**src/rtl/atu_tune_scheduler_if.sv**
```systemverilog
// rtl/atu_tune_scheduler_if.sv - request/status/grant signal bundle for the ATU tune scheduler
interface atu_tune_scheduler_if;
    logic       req_host;
    logic       req_panel;
    logic       band_changed;
    logic       band_retune_en;
    logic       ptt_busy;
    logic       atu_status;
    logic       auto_tune;
    logic       tune_carrier;
    logic [1:0] grant;
    logic       done;
    logic [1:0] result;

    modport master (
        output req_host, req_panel, band_changed, band_retune_en, ptt_busy, atu_status,
        input  auto_tune, tune_carrier, grant, done, result
    );

    modport slave (
        input  req_host, req_panel, band_changed, band_retune_en, ptt_busy, atu_status,
        output auto_tune, tune_carrier, grant, done, result
    );
endinterface

```
**src/rtl/atu_tune_scheduler.sv**
```systemverilog
// rtl/atu_tune_scheduler.sv - arbitrates host/panel/band ATU tune requests and sequences one tune cycle (band requester: ATU_BAND_RETUNE_EN)
module atu_tune_scheduler #(
    parameter int unsigned CLK_HZ   = 2500000,
    parameter int unsigned START_MS = 2000,
    parameter int unsigned TUNE_MS  = 10000,
    parameter int unsigned GAP_MS   = 500
) (
    input  logic                 clk,
    input  logic                 rst_n,
    atu_tune_scheduler_if.slave  bus
);
    localparam int unsigned DIV  = CLK_HZ / 1000 - 1;
    localparam int          PW   = (DIV < 2) ? 1 : $clog2(DIV + 1);
    localparam logic [PW-1:0] DIV_V   = PW'(DIV);
    localparam logic [13:0]   START_V = 14'(START_MS);
    localparam logic [13:0]   TUNE_V  = 14'(TUNE_MS);
    localparam logic [13:0]   GAP_V   = 14'(GAP_MS);

    localparam logic [1:0] G_NONE  = 2'b00;
    localparam logic [1:0] G_HOST  = 2'b01;
    localparam logic [1:0] G_PANEL = 2'b10;
    localparam logic [1:0] G_BAND  = 2'b11;

    localparam logic [1:0] R_OK      = 2'b00;
    localparam logic [1:0] R_NOSTART = 2'b01;
    localparam logic [1:0] R_TUNE_TO = 2'b10;
    localparam logic [1:0] R_ABORT   = 2'b11;

    typedef enum logic [1:0] {S_IDLE, S_ARM, S_TUNING, S_COOLDOWN} state_t;

    state_t        r_state;
    state_t        w_state_nxt;
    logic [PW-1:0] r_presc;
    logic [13:0]   r_timer;
    logic          r_pend_panel;
    logic          r_host_armed;
    logic          w_pend_band;
    logic          r_auto_tune;
    logic          r_tune_carrier;
    logic          r_done;
    logic [1:0]    r_grant;
    logic [1:0]    r_result;
    logic          w_tick;
    logic          w_expired;
    logic          w_abort;
    logic          w_panel_set;
    logic [1:0]    w_sel;
    logic [1:0]    w_code;
    logic          w_auto_tune_nxt;
    logic          w_done_nxt;
    logic [1:0]    w_grant_nxt;
    logic [1:0]    w_result_nxt;

    assign w_tick      = (r_presc == DIV_V);
    assign w_expired   = w_tick && (r_timer == 14'd0);
    // r_grant is only non-zero in ARM/TUNING, so these terms cannot fire elsewhere
    assign w_abort     = ((r_grant == G_HOST) && !bus.req_host) ||
                         ((r_grant == G_PANEL) && bus.req_panel);
    // a press during a panel cycle is an abort, not a new request
    assign w_panel_set = bus.req_panel && (r_grant != G_PANEL);

    // free-running 1 ms prescaler
    always_ff @(posedge clk or negedge rst_n) begin
        if (!rst_n)       r_presc <= '0;
        else if (w_tick)  r_presc <= '0;
        else              r_presc <= r_presc + 1'b1;
    end

    // fixed-priority source selection; ptt only defers the non-host sources
    always_comb begin
        w_sel = G_NONE;
        if (bus.req_host && r_host_armed)        w_sel = G_HOST;
        else if (!bus.ptt_busy && r_pend_panel)  w_sel = G_PANEL;
        else if (!bus.ptt_busy && w_pend_band)   w_sel = G_BAND;
    end

    // panel pending flag; a new press wins over a same-cycle grant
    always_ff @(posedge clk or negedge rst_n) begin
        if (!rst_n)                                         r_pend_panel <= 1'b0;
        else if (w_panel_set)                               r_pend_panel <= 1'b1;
        else if (r_state == S_IDLE && w_sel == G_PANEL)     r_pend_panel <= 1'b0;
    end

`ifdef ATU_BAND_RETUNE_EN
    logic r_pend_band;

    // band-change pending flag; a new change wins over a same-cycle grant
    always_ff @(posedge clk or negedge rst_n) begin
        if (!rst_n)                                         r_pend_band <= 1'b0;
        else if (bus.band_changed && bus.band_retune_en)    r_pend_band <= 1'b1;
        else if (r_state == S_IDLE && w_sel == G_BAND)      r_pend_band <= 1'b0;
    end

    assign w_pend_band = r_pend_band;
`else
    logic w_band_unused;
    assign w_band_unused = bus.band_changed | bus.band_retune_en;
    assign w_pend_band   = 1'b0;
`endif

    // host edge re-arm: a level held across a finished cycle must drop before it counts again
    always_ff @(posedge clk or negedge rst_n) begin
        if (!rst_n)                                         r_host_armed <= 1'b1;
        else if (!bus.req_host)                             r_host_armed <= 1'b1;
        else if (r_state == S_IDLE && w_sel == G_HOST)      r_host_armed <= 1'b0;
    end

    // next state and outcome code; abort outranks status and timer events
    always_comb begin
        w_state_nxt = r_state;
        w_code      = r_result;
        case (r_state)
            S_IDLE: begin
                if (w_sel != G_NONE) w_state_nxt = S_ARM;
            end
            S_ARM: begin
                if (w_abort)             begin w_state_nxt = S_COOLDOWN; w_code = R_ABORT;   end
                else if (bus.atu_status) begin w_state_nxt = S_TUNING;                       end
                else if (w_expired)      begin w_state_nxt = S_COOLDOWN; w_code = R_NOSTART; end
            end
            S_TUNING: begin
                if (w_abort)             begin w_state_nxt = S_COOLDOWN; w_code = R_ABORT;   end
                else if (!bus.atu_status) begin w_state_nxt = S_COOLDOWN; w_code = R_OK;     end
                else if (w_expired)      begin w_state_nxt = S_COOLDOWN; w_code = R_TUNE_TO; end
            end
            S_COOLDOWN: begin
                if (w_expired) w_state_nxt = S_IDLE;
            end
            default: w_state_nxt = S_IDLE;
        endcase
    end

    // next values of the registered outputs, derived from the coming state
    always_comb begin
        w_auto_tune_nxt = (w_state_nxt == S_ARM) || (w_state_nxt == S_TUNING);
        w_grant_nxt     = G_NONE;
        if (r_state == S_IDLE && w_state_nxt == S_ARM) w_grant_nxt = w_sel;
        else if (w_auto_tune_nxt)                      w_grant_nxt = r_grant;
        w_done_nxt      = (w_state_nxt == S_COOLDOWN) && (r_state != S_COOLDOWN);
        w_result_nxt    = w_done_nxt ? w_code : r_result;
    end

    // state register and registered outputs
    always_ff @(posedge clk or negedge rst_n) begin
        if (!rst_n) begin
            r_state        <= S_IDLE;
            r_auto_tune    <= 1'b0;
            r_tune_carrier <= 1'b0;
            r_grant        <= G_NONE;
            r_done         <= 1'b0;
            r_result       <= R_OK;
        end else begin
            r_state        <= w_state_nxt;
            r_auto_tune    <= w_auto_tune_nxt;
            r_tune_carrier <= w_auto_tune_nxt;
            r_grant        <= w_grant_nxt;
            r_done         <= w_done_nxt;
            r_result       <= w_result_nxt;
        end
    end

    // cycle timer: load on each state entry, otherwise count ms down to zero
    always_ff @(posedge clk or negedge rst_n) begin
        if (!rst_n)                                        r_timer <= 14'd0;
        else if (r_state == S_IDLE && w_state_nxt == S_ARM)  r_timer <= START_V;
        else if (r_state == S_ARM && w_state_nxt == S_TUNING) r_timer <= TUNE_V;
        else if (w_done_nxt)                               r_timer <= GAP_V;
        else if (w_tick && r_timer != 14'd0)               r_timer <= r_timer - 14'd1;
    end

    assign bus.auto_tune    = r_auto_tune;
    assign bus.tune_carrier = r_tune_carrier;
    assign bus.grant        = r_grant;
    assign bus.done         = r_done;
    assign bus.result       = r_result;
endmodule

```
**src/flat_wrapper.sv**
```systemverilog
// flat-port wrapper written by rule: the top's interface ports become plain ports
module atu_tune_scheduler_flat 
#(
    parameter int unsigned CLK_HZ   = 2500000,
    parameter int unsigned START_MS = 2000,
    parameter int unsigned TUNE_MS  = 10000,
    parameter int unsigned GAP_MS   = 500
)
  (clk, rst_n, bus_req_host, bus_req_panel, bus_band_changed, bus_band_retune_en, bus_ptt_busy, bus_atu_status, bus_auto_tune, bus_tune_carrier, bus_grant, bus_done, bus_result);
  atu_tune_scheduler_if bus_i ();
  input  logic clk;
  input  logic rst_n;
  input wire logic [$bits(bus_i.req_host)-1:0] bus_req_host;
  input wire logic [$bits(bus_i.req_panel)-1:0] bus_req_panel;
  input wire logic [$bits(bus_i.band_changed)-1:0] bus_band_changed;
  input wire logic [$bits(bus_i.band_retune_en)-1:0] bus_band_retune_en;
  input wire logic [$bits(bus_i.ptt_busy)-1:0] bus_ptt_busy;
  input wire logic [$bits(bus_i.atu_status)-1:0] bus_atu_status;
  output wire logic [$bits(bus_i.auto_tune)-1:0] bus_auto_tune;
  output wire logic [$bits(bus_i.tune_carrier)-1:0] bus_tune_carrier;
  output wire logic [$bits(bus_i.grant)-1:0] bus_grant;
  output wire logic [$bits(bus_i.done)-1:0] bus_done;
  output wire logic [$bits(bus_i.result)-1:0] bus_result;
  assign bus_i.req_host = bus_req_host;
  assign bus_i.req_panel = bus_req_panel;
  assign bus_i.band_changed = bus_band_changed;
  assign bus_i.band_retune_en = bus_band_retune_en;
  assign bus_i.ptt_busy = bus_ptt_busy;
  assign bus_i.atu_status = bus_atu_status;
  assign bus_auto_tune = bus_i.auto_tune;
  assign bus_tune_carrier = bus_i.tune_carrier;
  assign bus_grant = bus_i.grant;
  assign bus_done = bus_i.done;
  assign bus_result = bus_i.result;
  atu_tune_scheduler #(.CLK_HZ(CLK_HZ), .START_MS(START_MS), .TUNE_MS(TUNE_MS), .GAP_MS(GAP_MS)) u_core (.clk(clk), .rst_n(rst_n), .bus(bus_i));
endmodule
```
**config.mk**
```make
export PLATFORM = sky130hd
export DESIGN_NAME = atu_tune_scheduler_flat
export DESIGN_NICKNAME = d
export VERILOG_FILES = /design/src/rtl/atu_tune_scheduler_if.sv /design/src/rtl/atu_tune_scheduler.sv /design/src/flat_wrapper.sv
export SDC_FILE = /design/constraint.sdc
export NUM_CORES = 1
export LEC_CHECK = 0
export ABC_AREA = 1
export CAP_MARGIN = 20
export CORE_ASPECT_RATIO = 0.8
export CORE_MARGIN = 5
export CORE_UTILIZATION = 40
export DETAILED_ROUTE_END_ITERATION = 10
export PLACE_DENSITY = 0.62
export SYNTH_ARGS = -nofsm -noshare
export SYNTH_HDL_FRONTEND = slang
export SYNTH_SLANG_ARGS = --single-unit
```
**constraint.sdc**
```tcl
create_clock -name clk -period 2.51 [get_ports clk]
set_input_delay 0.502 -clock clk [delete_from_list [all_inputs] [get_ports clk]]
set_output_delay 0.502 -clock clk [all_outputs]
set_load 0.01 [all_outputs]
```
After elaboration in Yosys (flattened, before gate mapping)
Index checks and enable logic that the tools add are counted.
- input bits: 8
- word-level logic and storage cells: 81
- register bits after elaboration: 36
- output and inout port bits: 7
- eq/ne operators: 18
- $add $sub $neg: 2
- muxes and demuxes: 28
- reduce and logical (&&, ||, !) cells: 24
- operators with widths (operator ; number):
    two-way mux 14 bit ; 4
    two-way mux 2 bit ; 17
    logical NOT 14 bit ; 1
    nonzero test 14 bit ; 1
    subtractor 14 x 1 -> 14 bit, second input constant ; 1
    adder 12 x 1 -> 12 bit, second input constant ; 1
    equality test 12 bit, second input constant ; 1
    equality test 2 bit, second input constant ; 6
    logical AND 1 bit ; 12
    two-way mux 12 bit ; 1
    equality test 2 x 1 -> 1 bit, second input constant ; 4
    case mux 2 bit (4 select lines) ; 1
    inequality test 2 bit, second input constant ; 3
    nonzero test 2 bit ; 3
    AND reduction 5 bit ; 1
    two-way mux 1 bit ; 4
    inequality test 4 x 2 -> 1 bit, second input constant ; 1
    case mux 2 bit (2 select lines) ; 1
    nonzero test 4 bit ; 1
    inequality test 3 x 1 -> 1 bit, second input constant ; 1
    inequality test 3 x 2 -> 1 bit, second input constant ; 1
    logical NOT 1 bit ; 2
    logical NOT 2 bit ; 1
    logical OR 1 bit ; 2
    inequality test 2 x 1 -> 1 bit, second input constant ; 1

Logic depth before layout (Yosys ltp)
Gate-level depths: netlist of run 1.
- depth in word-level cells: 12
- depth in mapped cells: 21
- depth with buffers taken out: 21

Worst setup path after synthesis of run 1
OpenSTA, ideal clock, no wires.
- path kind: flip-flop to flip-flop
- from: reg u_core.r_presc[0]
- to: reg u_core.r_timer[4]
- period minus slack after synthesis: 2.470 ns
- buffers on the path: 1
- data arrival time: 2.341 ns
- setup time: 0.130 ns
- stages on the path, launching flop included: 21
- required time: 2.380 ns
- setup slack: 0.040 ns
- cells stage by stage: dfrtp_1 > ha_1 > inv_1 > nor2_1 > nand2_1 > nor2_2 > nand2_1 > nand3_1 > nand2_1 > nand3_1 > nand2_1 > inv_1 > ha_1 > inv_1 > nor2_1 > nor2_4 > nand2_4 > buf_6 > nand2_2 > a21oi_2 > o21ai_0
- longest elaborated chain between the ends: 11
- elaborated cells between the ends (all ways): 20
- classes of those cells: eq/ne (4); mux (10); reduce/logical (6)
- RTL lines (item ; line ; RTL):
    from (decl) ; atu_tune_scheduler.sv:33 ; logic [PW-1:0] r_presc;
    from (signal assigned) ; atu_tune_scheduler.sv:66 ; else r_presc <= r_presc + 1'b1;
    equality test 12 bit (*) ; atu_tune_scheduler.sv:54 ; assign w_tick = (r_presc == DIV_V);
    logical AND 1 bit (*) ; atu_tune_scheduler.sv:55 ; assign w_expired = w_tick && (r_timer == 14'd0);
    two-way mux 2 bit ; atu_tune_scheduler.sv:119, atu_tune_scheduler.sv:124 ;
    two-way mux 2 bit (on tied branches) ; atu_tune_scheduler.sv:123, atu_tune_scheduler.sv:118 ;
    two-way mux 2 bit (on tied branches) ; atu_tune_scheduler.sv:122, atu_tune_scheduler.sv:117 ;
    case mux 2 bit (4 select lines) (*) ; atu_tune_scheduler.sv:112 ; case (r_state)
    net u_core.w_state_nxt[0] ; atu_tune_scheduler.sv:32 ; state_t w_state_nxt;
    equality test 2 bit (*) ; atu_tune_scheduler.sv:139 ; w_done_nxt = (w_state_nxt == S_COOLDOWN) && (r_state != S_COOLDOWN);
    logical AND 1 bit (*) ; atu_tune_scheduler.sv:139 ;
    net u_core.w_done_nxt ; atu_tune_scheduler.sv:50 ; logic w_done_nxt;
    two-way mux 14 bit ; atu_tune_scheduler.sv:167 ; else if (w_done_nxt) r_timer <= GAP_V;
    two-way mux 14 bit ; atu_tune_scheduler.sv:166 ; else if (r_state == S_ARM && w_state_nxt == S_TUNING) r_timer <= TUNE_V;
    two-way mux 14 bit ; atu_tune_scheduler.sv:165 ; else if (r_state == S_IDLE && w_state_nxt == S_ARM) r_timer <= START_V;
    to (signal assigned) ; atu_tune_scheduler.sv:168 ; else if (w_tick && r_timer != 14'd0) r_timer <= r_timer - 14'd1;
    to (decl) ; atu_tune_scheduler.sv:34 ; logic [13:0] r_timer;
Mark *: on every way through the listed nets, which the timed path passes. The rest lies on a longest branch.
A chain may end at the register's enable or synchronous reset.

Final worst setup path of run 1
- from: reg u_core.r_timer[0]
- to: reg u_core.r_timer[4]
- longest elaborated chain between the ends: 11
- elaborated cells between the ends (all ways): 23
- classes of those cells: add/sub (1); eq/ne (3); mux (11); reduce/logical (8)
- RTL lines (item ; line):
    logical NOT 14 bit (*) ; atu_tune_scheduler.sv:55
    logical AND 1 bit (*) ; atu_tune_scheduler.sv:55
    two-way mux 2 bit ; atu_tune_scheduler.sv:119, atu_tune_scheduler.sv:124
    two-way mux 2 bit (on tied branches) ; atu_tune_scheduler.sv:123, atu_tune_scheduler.sv:118
    two-way mux 2 bit (on tied branches) ; atu_tune_scheduler.sv:122, atu_tune_scheduler.sv:117
    case mux 2 bit (4 select lines) (*) ; atu_tune_scheduler.sv:112
    net u_core.w_state_nxt[1] ; atu_tune_scheduler.sv:32
    equality test 2 bit (*) ; atu_tune_scheduler.sv:139
    logical AND 1 bit (*) ; atu_tune_scheduler.sv:139
    net u_core.w_done_nxt ; atu_tune_scheduler.sv:50
    two-way mux 14 bit ; atu_tune_scheduler.sv:167
    two-way mux 14 bit ; atu_tune_scheduler.sv:166
    two-way mux 14 bit ; atu_tune_scheduler.sv:165
Mark *: on every way through the listed nets, which the timed path passes. The rest lies on a longest branch. The select of a mux whose other input is x is not followed.

==> impl_metrics.ini, run 1 <==
[status]
outcome = finished, final reports clean

[floorplan]
core_mm2 = 0.005465
ios = 15
dieArea_mm2 = 0.007269
die_y_um = 77.27
num_rows = 24
initial_core_util = 0.4139
die_w_um = 94.08

[route]
drc = 0
route.met2.wl_um = 2624
topRoutingLayerUsed = met4
vias = 2218
drtIter0Drc = 152
drt.antenna.violating_nets = 0
wl_met1_um = 2698
firstDrtPassIters = 4
wl_met3_um = 240
wirelength_um = 5581
wire_per_inst_um = 11.87
via_per_inst = 4.719

[setup_path]
regToRegSetupSlack_ps = 30
arrival_ps = 2660
required_ps = 2690
start_kind = register
critPathCaptureType = register
path_buf_inv = 6
crit-reg2reg-launch = u_core.r_timer[0]
crit_chain = inv_2, ha_4, inv_1, nor2_1, nand2_1, nor2_2, nand2_2, nand3_2, nand2_1, nand3_2, nand2_2, inv_4, ha_4, inv_4, nor2_4, buf_6, nor2_4, nand2_4, buf_12, nand2_4, a21oi_2, o21ai_1
path_delay_family = simple AND/OR/NAND/NOR gates
path_depth = 22
critPathSlowestCell = dfrtp_1
endpoint = u_core.r_timer[4]
rr_worst_depth = 22
critical_path_class = reg2reg
rr_endpoint = u_core.r_timer[4]
startpoint = u_core.r_timer[0]
cp_max_fo = 6
max_stage_delay_ps = 400

[yosys]
ys_top_cells_by_area = dfrtp_1, nand2_1, nor2_1
syn_nets = 330
ys_warn_count = 0
synth_top_area_share = 0.3872
synth-seq-cells = 36
yosysTopAreaCell = dfrtp_1
synth_area_mm2 = 0.002262
synth_seq_area_share = 0.3988
synth_cell_types = 32
synth_cells = 312
avgSynthCellArea_um2 = 7.251

[timing]
fmax_ghz = 0.4038
fin_skew_ps = 7.037
finalHoldWorstSlack_ps = 309.9
hold_violations = 0
finalMaxSlewViolations = 0
final.setup.tns_ps = 0
period_share = 0.9865
finalCriticalPeriod_ps = 2476
tightestPinTransition_ps = 846.4
layout_setup_ws_ps = 33.82
setup_violations = 0
rsz0062_at_grt = true
maxSlewHeadroom = 0.4357

[clock_network]
clk_pin_slew_ps = 80
htree_levels = 2
cts_tree = done
clk_latency_ps = 290
cts-root-buf = clkbuf_8
clock-sinks = 36
holdBufCountCts = 0
clockBufferDepth = 2
cts_buffers = 5

[finish]
fillers = 495
syn_to_final_growth_pct = 45.35
final_util = 0.6016
num_antenna_cells = 0
fin_nets = 409
layout-drive-gt1-share = 0.3827
fin_cells = 470

[pwr]
p_int_uw = 941.1
ir_worst_vdd_uv = 249.7
combPwrFrac = 0.023
power_frac_seq = 0.489
power_frac_clock = 0.488
p_sw_frac = 0.2057
p_leak_nw = 1.628
power_density_mw_per_mm2 = 360.3
p_switching_uw = 243.7

[global_route]
grt_util_all_layers = 0.1617
grt_max_degree = 37
grt_pass1_vias = 2172
grt_pass1_wl_um = 9501
grt_overflow = 0
antenna_found_initial = 0

[placed_design]
portBuffers = 12
pre_cts_ws_ps = -348.0
post-place-cells = 449
hpwlAfterDp_um = 3941
routabilityCongestion = 0.9052

[worst_hold_path]
hold_class = in2async

[run]
cap_violations = 0
==> worst min-delay path by stage <==
stage / from / endpoint / slack, ps / cells past startpoint
2_1_floorplan: rst_n / u_core.bus.auto_tune / 210 / 0
3_3_place_gp: u_core.r_host_armed / u_core.r_host_armed / 450 / 2
3_5_place_dp: u_core.r_host_armed / u_core.r_host_armed / 460 / 2
4_1_cts: rst_n / u_core.r_timer[13] / 350 / 1
5_1_grt: rst_n / u_core.r_timer[5] / 370 / 1
6_report: rst_n / u_core.r_timer[5] / 310 / 1
==> metrics by stage <==
stage | area (µm²) | power (mW)
2_1_floorplan | 2262 | 0.5946
3_3_place_gp | 2836 | 0.6187
3_5_place_dp | 2836 | 0.6189
4_1_cts | 3047 | 1.189
5_1_grt | 3288 | 1.236
6_report | 3288 | 1.185
==> power by group through the flow <==
stage / clock network (mW) / registers, mW / logic, mW
final: 0.578 / 0.579 / 0.0274
after global placement: 0 / 0.591 / 0.0278
after detailed placement: 0 / 0.591 / 0.0279
after global routing: 0.626 / 0.580 / 0.0313
after CTS: 0.581 / 0.579 / 0.0279
after floorplan: 0 / 0.591 / 0.00350
==> synth_stat cells <==
cell type / instances
o21bai_1: 3
dfstp_2: 1
nor2_4: 3
nor3b_2: 1
nand4_1: 3
o31ai_1: 1
or2_2: 1
nor4_1: 1
nor3b_1: 1
nand3b_1: 1
xor2_1: 4
o22ai_1: 5
clkinv_2: 1
ha_1: 10
o211ai_2: 1
nand2_4: 2
a21oi_1: 10
dfrtp_1: 35
nor2_1: 46
a21oi_2: 2
nand3_2: 1
buf_4: 1
inv_1: 44
nand2_1: 76
nand2_2: 3
nor3_1: 4
nor2_2: 4
inv_2: 6
o21ai_0: 15
buf_6: 1
o21ai_1: 2
nand3_1: 23
==> timing repair <==
| item | in CTS | in global routing |
|---|---|---|
| pin swaps | 11 | 15 |
| buffers inserted | 6 | 7 |
| setup endpoints to repair | 11 | 16 |
| gates cloned | 0 | 0 |
| gates resized for setup | 18 | 55 |
==> registers in the layout, summed over array words and instances (netlist names) <==
name                  cells
u_core.r_timer           14
u_core.r_presc           12
u_core.bus.grant          2
u_core.bus.result         2
u_core.r_state            2
u_core.bus.auto_tune      1
u_core.bus.done           1
u_core.r_host_armed       1
u_core.r_pend_panel       1
==> cells in the final DEF, fill, tap and decap left out, drive strengths merged <==
| master | instances |
|---|---|
| inv | 49 |
| nand2 | 81 |
| clkinvlp | 1 |
| dfrtp | 35 |
| buf | 63 |
| nor3 | 4 |
| nor3b | 2 |
| o21bai | 3 |
| or2 | 1 |
| ha | 10 |
| a21oi | 12 |
| bufinv | 1 |
| xor2 | 4 |
| clkbuf | 7 |
| dfstp | 1 |
| o31ai | 1 |
| nor2 | 53 |
| clkdlybuf4s50 | 11 |
| clkinv | 1 |
| nand4 | 3 |
| o21ai | 17 |
| o211ai | 1 |
| o22ai | 5 |
| nand3b | 1 |
| nor4 | 1 |
| nand3 | 24 |
==> logic make-up after synthesis <==
| kind of cell | count (synthesis) | share of synthesized area |
|---|---|---|
| compound gates | 39 | 0.1001 |
| xor+xnor | 4 | 0.01549 |
| fa+ha+maj | 10 | 0.05531 |
| buf+inv | 53 | 0.09347 |
| flops | 36 | 0.3988 |
| simple gates | 170 | 0.3368 |
==> layer usage <==
layer | global-route usage | vias to the layer above
li1 | - | 1143
met1 | 0.2247 | 1035
met2 | 0.2530 | 38
met3 | 0.04795 | 2
met4 | 0.02453 | 0
met5 | 0 | -
==> area by class of cell <==
cell class              count  area (µm²)  area share
clock inverters             1       30.03    0.009132
inverters                  51       203.9     0.06202
clock buffers               7       96.34     0.02930
flip-flops and latches     36       902.1      0.2744
well taps                  78       97.59     0.02968
repair buffers             74       608.1      0.1849
multi-input cells         223        1350      0.4106
Power figures use the tool's default switching activity.
==> run 2: changes to the inputs <==
--- a/config.mk
+++ b/config.mk
@@ -11,6 +11,7 @@
 export CORE_MARGIN = 5
 export CORE_UTILIZATION = 40
 export DETAILED_ROUTE_END_ITERATION = 10
+export GPL_TIMING_DRIVEN = 1
 export PLACE_DENSITY = 0.62
 export SYNTH_ARGS = -nofsm -noshare
 export SYNTH_HDL_FRONTEND = slang
==> results of run 2 <==
The final DEF is identical to that of run 1; final timing and power are the same.
==> run 3: changes to the inputs <==
--- a/config.mk
+++ b/config.mk
@@ -13,6 +13,7 @@
 export DETAILED_ROUTE_END_ITERATION = 10
 export GPL_TIMING_DRIVEN = 1
 export PLACE_DENSITY = 0.62
+export RECOVER_POWER = 50
 export SYNTH_ARGS = -nofsm -noshare
 export SYNTH_HDL_FRONTEND = slang
 export SYNTH_SLANG_ARGS = --single-unit
==> run 3 against run 2 <==
Effect of this change:
- core utilization about the same
- worst setup slack stayed put
- clock-buffer cell count stayed put
- combinational power about the same
- cell count unchanged
- cell area about the same
- first-iteration DRC count unchanged
- clock skew did not move
- via count unchanged
- the flow now finishes with violations (max-capacitance violations, max-slew violations)
- non-clock buffer count unchanged
- largest cell class unchanged
- sequential power about the same
- critical path type unchanged
==> impl_metrics.ini, run 3 (synthesis results as in run 1) <==
[status]
outcome = finished with violations
violations = max-capacitance violations, max-slew violations

[global_route]
grt_overflow = 0
grt_pass1_vias = 2172
antenna_found_initial = 0
grt_pass1_wl_um = 9501
grt_max_degree = 37
grt_util_all_layers = 0.1617

[timing]
finalCriticalPeriod_ps = 2476
tightestPinTransition_ps = 2031
period_share = 0.9865
setup_violations = 0
finalMaxSlewViolations = 37
fin_skew_ps = 7.037
rsz0062_at_grt = true
maxSlewHeadroom = -0.3539
hold_violations = 0
finalHoldWorstSlack_ps = 465.8
layout_setup_ws_ps = 33.82
fmax_ghz = 0.4038

[setup_path]
cp_max_fo = 6
required_ps = 2690
crit_chain = inv_2, ha_4, inv_1, nor2_1, nand2_1, nor2_2, nand2_2, nand3_2, nand2_1, nand3_2, nand2_2, inv_4, ha_4, inv_4, nor2_4, buf_6, nor2_4, nand2_4, buf_12, nand2_4, a21oi_2, o21ai_1
arrival_ps = 2660
critPathSlowestCell = dfrtp_1
critical_path_class = reg2reg
max_stage_delay_ps = 400
critPathCaptureType = register
start_kind = register

[run]
cap_violations = 1

[route]
firstDrtPassIters = 4
wire_per_inst_um = 11.87
wirelength_um = 5579
drc = 0
drtIter0Drc = 152
vias = 2218
via_per_inst = 4.719
drt.antenna.violating_nets = 0

[placed_design]
routabilityCongestion = 0.9052
pre_cts_ws_ps = -348.0
hpwlAfterDp_um = 3941
placed_cell_area_mm2 = 0.002836
portBuffers = 12

[clock_network]
clk_pin_slew_ps = 80
cts_tree = done
clock-sinks = 36
htree_levels = 2
clockBufferDepth = 2
clk_latency_ps = 290
cts-root-buf = clkbuf_8
cts_buffers = 5

[pwr]
p_switching_uw = 243.6
p_sw_frac = 0.2057
power_frac_clock = 0.488
p_leak_nw = 1.625
p_int_uw = 940.8
combPwrFrac = 0.023
power_frac_seq = 0.489
ir_worst_vdd_uv = 249.6
power.total_mw = 1.184
power_density_mw_per_mm2 = 360.3

[finish]
fin_nets = 409
layout-drive-gt1-share = 0.3801
largest_register_ffs = 14
largestRegisters = u_core.r_timer: 14 flops, u_core.r_presc: 12 flops
fillers = 496
layout_commonest_cell = nand2_1
fin_area_mm2 = 0.003287
mostFrequentLayoutCells = nand2_1, buf_4, nor2_1, dfrtp_1, inv_1
syn_to_final_growth_pct = 45.30
num_antenna_cells = 0
top_register = u_core.r_timer

[floorplan]
die_y_um = 77.27
dieArea_mm2 = 0.007269
die_w_um = 94.08
num_rows = 24
core_mm2 = 0.005465
initial_core_util = 0.4139
ios = 15

[worst_hold_path]
hold_class = reg2reg
run 3: changes by cell type in the layout (fill, tap and decap cells not counted), sizes merged:
cell	previous run	this run
buf	63	62
clkbuf	7	8
run 3: final timing paths:
check / cells past startpoint / start / to / slack (ps)
setup / recovery: 22 / u_core.r_timer[0] / u_core.r_timer[4] / 30
hold / removal: 2 / u_core.r_host_armed / u_core.r_host_armed / 470
setup reg to reg: 22 / u_core.r_timer[0] / u_core.r_timer[4] / 30
hold reg to reg: 2 / u_core.r_host_armed / u_core.r_host_armed / 470
max in group asynchronous: 1 / rst_n / u_core.r_presc[3] / 560
min in group asynchronous: 1 / rst_n / u_core.r_timer[5] / 780
run 3: routing by layer:
| layer | routed length, µm | share of wire | vias to the layer above | global-route usage |
|---|---|---|---|---|
| met5 | 0 | 0 | - | 0 |
| met4 | 17 | 0.0030 | 0 | 0.02453 |
| met3 | 246 | 0.044 | 2 | 0.04795 |
| met2 | 2624 | 0.47 | 38 | 0.2530 |
| met1 | 2692 | 0.48 | 1035 | 0.2247 |
| li1 | - | - | 1143 | - |
run 3: layout make-up:
| cell class | instances | area, µm² | share of cell area |
|---|---|---|---|
| multi-input cells | 223 | 1350 | 0.4107 |
| flip-flops and latches | 36 | 902.1 | 0.2745 |
| repair buffers | 74 | 606.8 | 0.1846 |
| inverters | 51 | 203.9 | 0.06205 |
| well taps | 78 | 97.59 | 0.02969 |
| clock buffers | 7 | 96.34 | 0.02931 |
| clock inverters | 1 | 30.03 | 0.009136 |
run 3: per-stage QoR:
stage,setup TNS [ps],std cells,util
finish,0,470,0.6014
global route,-1244,470,0.6014
CTS,0,463,0.5575
detailed placement,-4134,449,0.5190
global placement,-3786,449,0.5190
floorplan,0,312,-
run 3: worst max-delay path, delay by kind of cell, from the launching register on:
family	cells	cell delay, ps
buf+inv	6	500
flops	1	400
fa+ha+maj	2	280
simple gates	12	1000
compound gates	2	170
run 3: power groups by stage:
stage,Combinational [mW],Sequential (mW),Clock [mW]
after detailed placement,0.0279,0.591,0
after global placement,0.0278,0.591,0
after global routing,0.0310,0.580,0.626
after floorplan,0.00350,0.591,0
final,0.0271,0.580,0.578
after CTS,0.0279,0.579,0.581
run 3: repair_timing:
item | 4_1_cts | 5_1_grt
setup endpoints to repair | 11 | 16
gates resized for setup | 18 | 55
hold buffers | 0 | 0
pin swaps | 11 | 15
buffers inserted | 6 | 7
